File: config.mk
export PLATFORM = sky130hd
export DESIGN_NAME = spike_count_decoder
export DESIGN_NICKNAME = d
export VERILOG_FILES = /design/src/rtl/spike_count_decoder.sv
export SDC_FILE = /design/constraint.sdc
export NUM_CORES = 1
export LEC_CHECK = 0
export BUFFER_PORTS_ARGS = -buffer_cell sky130_fd_sc_hd__buf_2
export CAP_MARGIN = 40
export CELL_PAD_IN_SITES_DETAIL_PLACEMENT = 1
export CELL_PAD_IN_SITES_GLOBAL_PLACEMENT = 1
export CORE_ASPECT_RATIO = 1.5
export CORE_MARGIN = 2
export CORE_UTILIZATION = 50
export CTS_CLUSTER_DIAMETER = 60
export CTS_CLUSTER_SIZE = 14
export DETAILED_ROUTE_END_ITERATION = 10
export PLACE_DENSITY = 0.91
export SYNTH_ARGS = -nofsm -noshare
export SYNTH_HDL_FRONTEND = slang
export SYNTH_SLANG_ARGS = --single-unit
export TNS_END_PERCENT = 100
File: constraint.sdc
create_clock -name clk -period 3.95 [get_ports clk]
set_clock_uncertainty 0.05 [all_clocks]
set_input_delay 0.79 -clock clk [delete_from_list [all_inputs] [get_ports clk]]
set_output_delay 0.79 -clock clk [all_outputs]
set_load 0.1 [all_outputs]
File: src/rtl/spike_count_decoder.sv
// Purpose: per-class spike counting over one inference window, then sequential argmax.
// Latency: result/done arrive NUM_CLASSES edges after the last accepted timestep beat.
// Backpressure: none; spike_valid beats are taken whenever counting, ignored otherwise.
module spike_count_decoder #(
    parameter int NUM_CLASSES  = 10,
    parameter int TIMESTEP_MAX = 200,
    parameter int CNT_WIDTH    = 8
) (
    input  logic                   clk,
    input  logic                   rstn,
    input  logic                   start,
    input  logic                   spike_valid,
    input  logic [NUM_CLASSES-1:0] spike_in,
    output logic                   busy,
    output logic                   done,
    output logic [3:0]             result,
    output logic                   result_valid,
    output logic                   no_spike
);
    localparam int TSW  = $clog2(TIMESTEP_MAX + 1);
    localparam int IDXW = (NUM_CLASSES > 1) ? $clog2(NUM_CLASSES) : 1;

    localparam logic [CNT_WIDTH-1:0] CNT_MAX  = '1;
    localparam logic [CNT_WIDTH-1:0] CNT_ONE  = 1;
    localparam logic [TSW-1:0]       TS_ONE   = 1;
    localparam logic [TSW-1:0]       TS_LAST  = TSW'(TIMESTEP_MAX - 1);
    localparam logic [IDXW-1:0]      IDX_ONE  = 1;
    localparam logic [IDXW-1:0]      IDX_LAST = IDXW'(NUM_CLASSES - 1);

    typedef enum logic [1:0] {
        IDLE   = 2'd0,
        COUNT  = 2'd1,
        ARGMAX = 2'd2
    } state_t;

    state_t state, state_nxt;

    logic [CNT_WIDTH-1:0] cnt [NUM_CLASSES];
    logic [TSW-1:0]       ts_cnt;
    logic [IDXW-1:0]      idx;
    logic [IDXW-1:0]      best_idx;
    logic [CNT_WIDTH-1:0] best_cnt;

    logic                 last_beat;
    logic                 last_scan;
    logic                 take;
    logic [IDXW-1:0]      fin_idx;
    logic [CNT_WIDTH-1:0] fin_cnt;

    always_comb begin
        last_beat = (state == COUNT) && spike_valid && (ts_cnt == TS_LAST);
        last_scan = (state == ARGMAX) && (idx == IDX_LAST);
        // Strict compare so ties keep the lower index already held in best_idx.
        take      = (idx == '0) || (cnt[idx] > best_cnt);
        fin_idx   = take ? idx : best_idx;
        fin_cnt   = take ? cnt[idx] : best_cnt;
    end

    always_comb begin
        state_nxt = state;
        if (start) begin
            state_nxt = COUNT;
        end else begin
            case (state)
                IDLE:    state_nxt = IDLE;
                COUNT:   if (last_beat) state_nxt = ARGMAX;
                ARGMAX:  if (last_scan) state_nxt = IDLE;
                default: state_nxt = IDLE;
            endcase
        end
    end

    always_ff @(posedge clk) begin
        if (!rstn) state <= IDLE;
        else       state <= state_nxt;
    end

    assign busy = (state != IDLE);

    always_ff @(posedge clk) begin
        if (!rstn) begin
            for (int i = 0; i < NUM_CLASSES; i++) cnt[i] <= '0;
            ts_cnt       <= '0;
            idx          <= '0;
            best_idx     <= '0;
            best_cnt     <= '0;
            done         <= 1'b0;
            result       <= '0;
            result_valid <= 1'b0;
            no_spike     <= 1'b0;
        end else begin
            done <= 1'b0;
            if (start) begin
                for (int i = 0; i < NUM_CLASSES; i++) cnt[i] <= '0;
                ts_cnt       <= '0;
                result_valid <= 1'b0;
                no_spike     <= 1'b0;
            end else if (state == COUNT && spike_valid) begin
                for (int i = 0; i < NUM_CLASSES; i++) begin
                    if (spike_in[i] && cnt[i] != CNT_MAX) cnt[i] <= cnt[i] + CNT_ONE;
                end
                ts_cnt <= ts_cnt + TS_ONE;
                if (last_beat) begin
                    idx      <= '0;
                    best_idx <= '0;
                    best_cnt <= '0;
                end
            end else if (state == ARGMAX) begin
                best_idx <= fin_idx;
                best_cnt <= fin_cnt;
                idx      <= idx + IDX_ONE;
                if (last_scan) begin
                    result       <= 4'(fin_idx);
                    no_spike     <= (fin_cnt == '0);
                    result_valid <= 1'b1;
                    done         <= 1'b1;
                end
            end
        end
    end
endmodule

* After elaboration in Yosys (flattened, before gate mapping)
Memory sizes are Yosys's and may differ from the RTL's. A register that Yosys moved wholly into a read port is not among the register bits.
Index checks and enable logic that the tools add are counted.
** Word-level totals
- Output and inout port bits :: 8
- Bits in writable memories :: 80
- Logic and storage cells :: 183
- Input bits :: 14
- Memories :: 1
- Register bits after elaboration :: 33
** Memory list
- cnt :: words 10, width 8, rd ports 11, clocked after Yosys merged registers in 1, wr ports 10, line 38 : logic [CNT_WIDTH-1:0] cnt [NUM_CLASSES];
** Cells by class
- Equality and inequality tests :: 19
- Order comparisons :: 1
- Add/subtract/negate cells :: 12
- Reductions and logical operators :: 25
- Bitwise logic cells :: 24
- Muxes and demuxes :: 91
** Operator list (count)
- $mux W8 :: 24
- $add A8 B1 Y8 const B :: 11
- $ne A8 B8 Y1 const B :: 10
- $mux W1 :: 56
- $mux W4 :: 8
- $or A1 B1 Y1 :: 20
- $logic_and A1 B1 Y1 :: 13
- $eq A8 B8 Y1 const B :: 1
- $gt A8 B8 Y1 :: 1
- $logic_not A8 Y1 :: 1
- $ne A2 B2 Y1 const B :: 3
- $ne A3 B3 Y1 const B :: 2
- $reduce_and A3 Y1 :: 2
- $add A4 B1 Y4 const B :: 1
- $eq A4 B4 Y1 const B :: 1
- $logic_not A4 Y1 :: 1
- $mux W2 :: 2
- $not A1 Y1 :: 4
- $pmux W2 S2 :: 1
- $reduce_and A2 Y1 :: 2
- $reduce_and A4 Y1 :: 1
- $reduce_bool A2 Y1 :: 2
- $reduce_or A4 Y1 :: 1
- $eq A2 B1 Y1 const B :: 1
- other kinds (3) :: 3

* Depth between registers and ports, before layout
An unclocked memory read counts as a cell.
- Depth in word-level cells :: 9
- Gate-level depth with buffers :: 15
- Depth with buffers taken out :: 12

* Worst setup path before layout
Ideal clock, no wire load.
- Path type :: reg2reg
- From :: register (tool-made name)
- To :: register best_cnt[0]
- Clock period less this slack :: 3.171 ns
- Buffers on the path :: 2
- Slack :: 0.779 ns
- Library setup time :: 0.065 ns
- Data arrival time :: 3.056 ns
- Stages on the path, launching flop included :: 13
- Required time :: 3.835 ns
- Cell sequence :: dfxtp_1 > buf_6 > mux4_1 > mux4_2 > ha_1 > nor2b_1 > o211ai_1 > a211oi_1 > nor3_1 > a21o_1 > clkbuf_1 > a22oi_1 > nor2b_1
** RTL lines
- to (signal assigned) :: line 110 : best_cnt <= fin_cnt;
- to (decl) :: line 42 : logic [CNT_WIDTH-1:0] best_cnt;

==> impl_metrics.tcl <==
set metrics [dict create \
    grt_pass1_wl_mm 30.46 \
    setup_tns_ns 0 \
    power.leakage_nw 2.664 \
    numCtsBuffers 17 \
    power.share.clock_pct 48.3 \
    drt_iter0_markers 286 \
    wl_per_cell_um 23.67 \
    hold_viol_final 0 \
    die_height_um 142.8 \
    ff2ff_setup_slack_ns 0.17 \
    place_congestion 0.8523 \
    dr.pass1.iters 5 \
    finalCriticalPeriod_ns 3.784 \
    hold_class "reg2reg" \
    vias_per_cell 6.211 \
    syn_area_um2 6425 \
    power_density_nw_per_um2 418.0 \
    yosys_warnings 0 \
    clockBufferDepth 2 \
    tritoncts "yes" \
    grt_max_degree 24 \
    clk_latency_ns 0.42 \
    synth_cell_types 49 \
    reg2reg_depth 12 \
    p_switching_w 0.0007138 \
    path_max_fanout 11 \
    async_flop_share_pct 0 \
    start_util_pct 51.35 \
    use_met3_pct 6.121 \
    cts_resized 0 \
    antenna_found_initial 0 \
    synth_edf_count 80 \
    dp_hpwl_mm 12.81 \
    num_rows 50 \
    n_antenna_cell 0 \
    hp-start "result_valid" \
    switching_share_pct 23.48 \
    root_buffer "clkbuf_16" \
    hold_depth 2 \
    maxSlewViolCount 0 \
    ant_nets 0 \
    boundaryPins 22 \
    synth_flop_cell "edfxtp_1" \
    groute.layer.met2.usage_pct 54.71 \
    status "completed" \
    drcViolationCount 0 \
    drive_gt1_share_pct 13.31 \
    yosys.area.top_type "edfxtp_1" \
    final_nets 684 \
    core_area_um2 12510 \
    vdd_drop_max_uv 272.1 \
    synth_top_area_share_pct 37.39 \
    internal_power_w 0.002326 \
    grt_overflow 0 \
    numPortBuffers 21 \
    dp_worst_setup_slack_ns 0.2175 \
    required_ns 4.19 \
    endpoint_kind "register" \
    crit_type "reg2reg" \
    syn_avg_cell_area_um2 10.45 \
    synth-seq-area-share_pct 48.92 \
    power_frac_comb_pct 5.2 \
    grtUsageMet1_pct 29.66 \
    fmax_mhz 264.3 \
    vias 5074 \
    total_power_w 0.003040 \
    area_growth_pct 13.18 \
    top_usage_layer "met2" \
    crit_path_start_kind "register" \
    grt_usage_pct 30.31 \
    slew_headroom_pct 55.73 \
    cap_violations 0 \
    arrival_ns 4.03 \
    n_fill_cell 1374 \
    min_period_over_period_pct 95.80 \
    first_global_vias 5641 \
    finalWorstSetupSlack_ns 0.1658 \
    rsz0062_at_grt "false" \
    setup_viol 0 \
    synth_area_leaders "edfxtp_1 37%, dfxtp_1 12%, nor2_1 6.0%" \
    postCtsSetupBuffers 0 \
    min_to "result_valid" \
    clkSinkCount 117 \
    htree_levels 4 \
    multi_input_area_um2 3105 \
    seq_area_um2 3143 \
    cts_hold_buf 0 \
    r2r-end "best_cnt[5]" \
    synth_seq_cells 117 \
    tightest_slew_ns 0.6611 \
    dieArea_um2 13790 \
    seqPwrFrac_pct 46.5 \
    die_x_um 96.56 \
    clk_pin_slew_ns 0.06 \
    synth_cells 615 \
    finalWirelength_mm 19.34 \
    syn-num-nets 651 \
]
==> final cells by class <==
class / count / share of cell area, %
multi-input combinational: 456 / 42.70
clock inverter: 8 / 0.9807
sequential: 117 / 43.22
clock buffer: 24 / 6.641
inverter: 25 / 1.290
timing repair buffer: 31 / 2.478
tap: 156 / 2.684
==> synth_stat cells, types with 15 or more instances <==
master and instances:
edfxtp_1 80, nor2_1 103, nor2b_1 20, nand3_1 45, dfxtp_1 37, xor2_1 43
a21oi_1 15, ha_1 22, mux2i_1 17, nand2_1 51, xnor2_1 23, and3_1 15
inv_1 24
==> logic make-up (layout without fill, tap and decap cells) <==
family          count (synthesis)  after routing  share of synthesized area [%]
fa+ha+maj                      22             22                          4.284
flops                         117            117                          48.92
simple gates                  269            269                          19.49
compound gates                 68             68                          7.615
xor+xnor                       66             66                          8.997
mux                            31             31                          7.731
buf+inv                        42             88                          2.960
==> power by group through the flow <==
stage	clock network (W)	registers, W	logic, W
floorplan	0	0.00141	0.000105
global route	0.00153	0.00142	0.000170
global placement	0	0.00143	0.000134
CTS	0.00148	0.00141	0.000154
detailed placement	0	0.00143	0.000145
finish	0.00147	0.00141	0.000157
==> registers in the layout, indices dropped and copies added (netlist names), named ones only <==
name,cells
cnt,80
best_cnt,8
ts_cnt,8
best_idx,4
idx,4
result,4
state,2
done,1
no_spike,1
result_valid,1
==> cell usage in the layout, fill, tap and decap left out, types with 6 or more instances in the layout <==
cell type,count
nor2_1,102
edfxtp_1,80
nand2_1,51
nand3_1,45
xor2_1,43
dfxtp_1,37
inv_1,24
xnor2_1,23
ha_1,22
buf_2,21
nor2b_1,20
clkbuf_16,18
mux2i_1,17
a21oi_1,15
and3_1,15
a22oi_1,11
buf_4,10
mux4_1,8
o21ai_0,8
or2_2,7
a31o_2,6
==> per-stage QoR <==
stage / instances / hold WS, ns / util, % / cell area (µm²)
6_report: 817 / 0.4147 / 58.12 / 7272
3_5_place_dp: 785 / 0.4138 / 53.58 / 6704
3_3_place_gp: 785 / 0.3869 / 53.58 / 6704
4_1_cts: 817 / 0.4218 / 58.01 / 7258
2_1_floorplan: 615 / 0.3951 / - / 6425
5_1_grt: 817 / 0.4449 / 58.12 / 7272
==> metal layers <==
| metal | wire, µm | vias to the layer above | part of all wire (%) |
|---|---|---|---|
| li1 | - | 2260 | - |
| met1 | 6677 | 2529 | 35 |
| met2 | 10440 | 189 | 54 |
| met3 | 758 | 96 | 3.9 |
| met4 | 1464 | 0 | 7.6 |
| met5 | 0 | - | 0 |
==> critical path, stage by stage, from the launching register on <==
cell	delay, ns
dfxtp_1	0.41
buf_4	0.22
mux4_1	0.59
mux4_2	0.52
ha_1	0.33
nor2b_1	0.15
o211ai_1	0.13
a211oi_2	0.36
nor3_2	0.10
buf_4	0.18
a21o_2	0.30
a22oi_1	0.21
nor2b_1	0.09
==> worst max-delay path by stage <==
stage	from	endpoint	slack (ns)	cells after the start
floorplan	register	best_cnt[0]	0.78	12
global placement	register	best_cnt[7]	0.40	12
detailed placement	register	best_cnt[1]	0.22	12
CTS	register	best_cnt[1]	0.08	12
global route	register	best_idx[0]	0.02	15
finish	register	best_cnt[5]	0.17	12
Note: power is estimated with default switching activity, not from simulation.
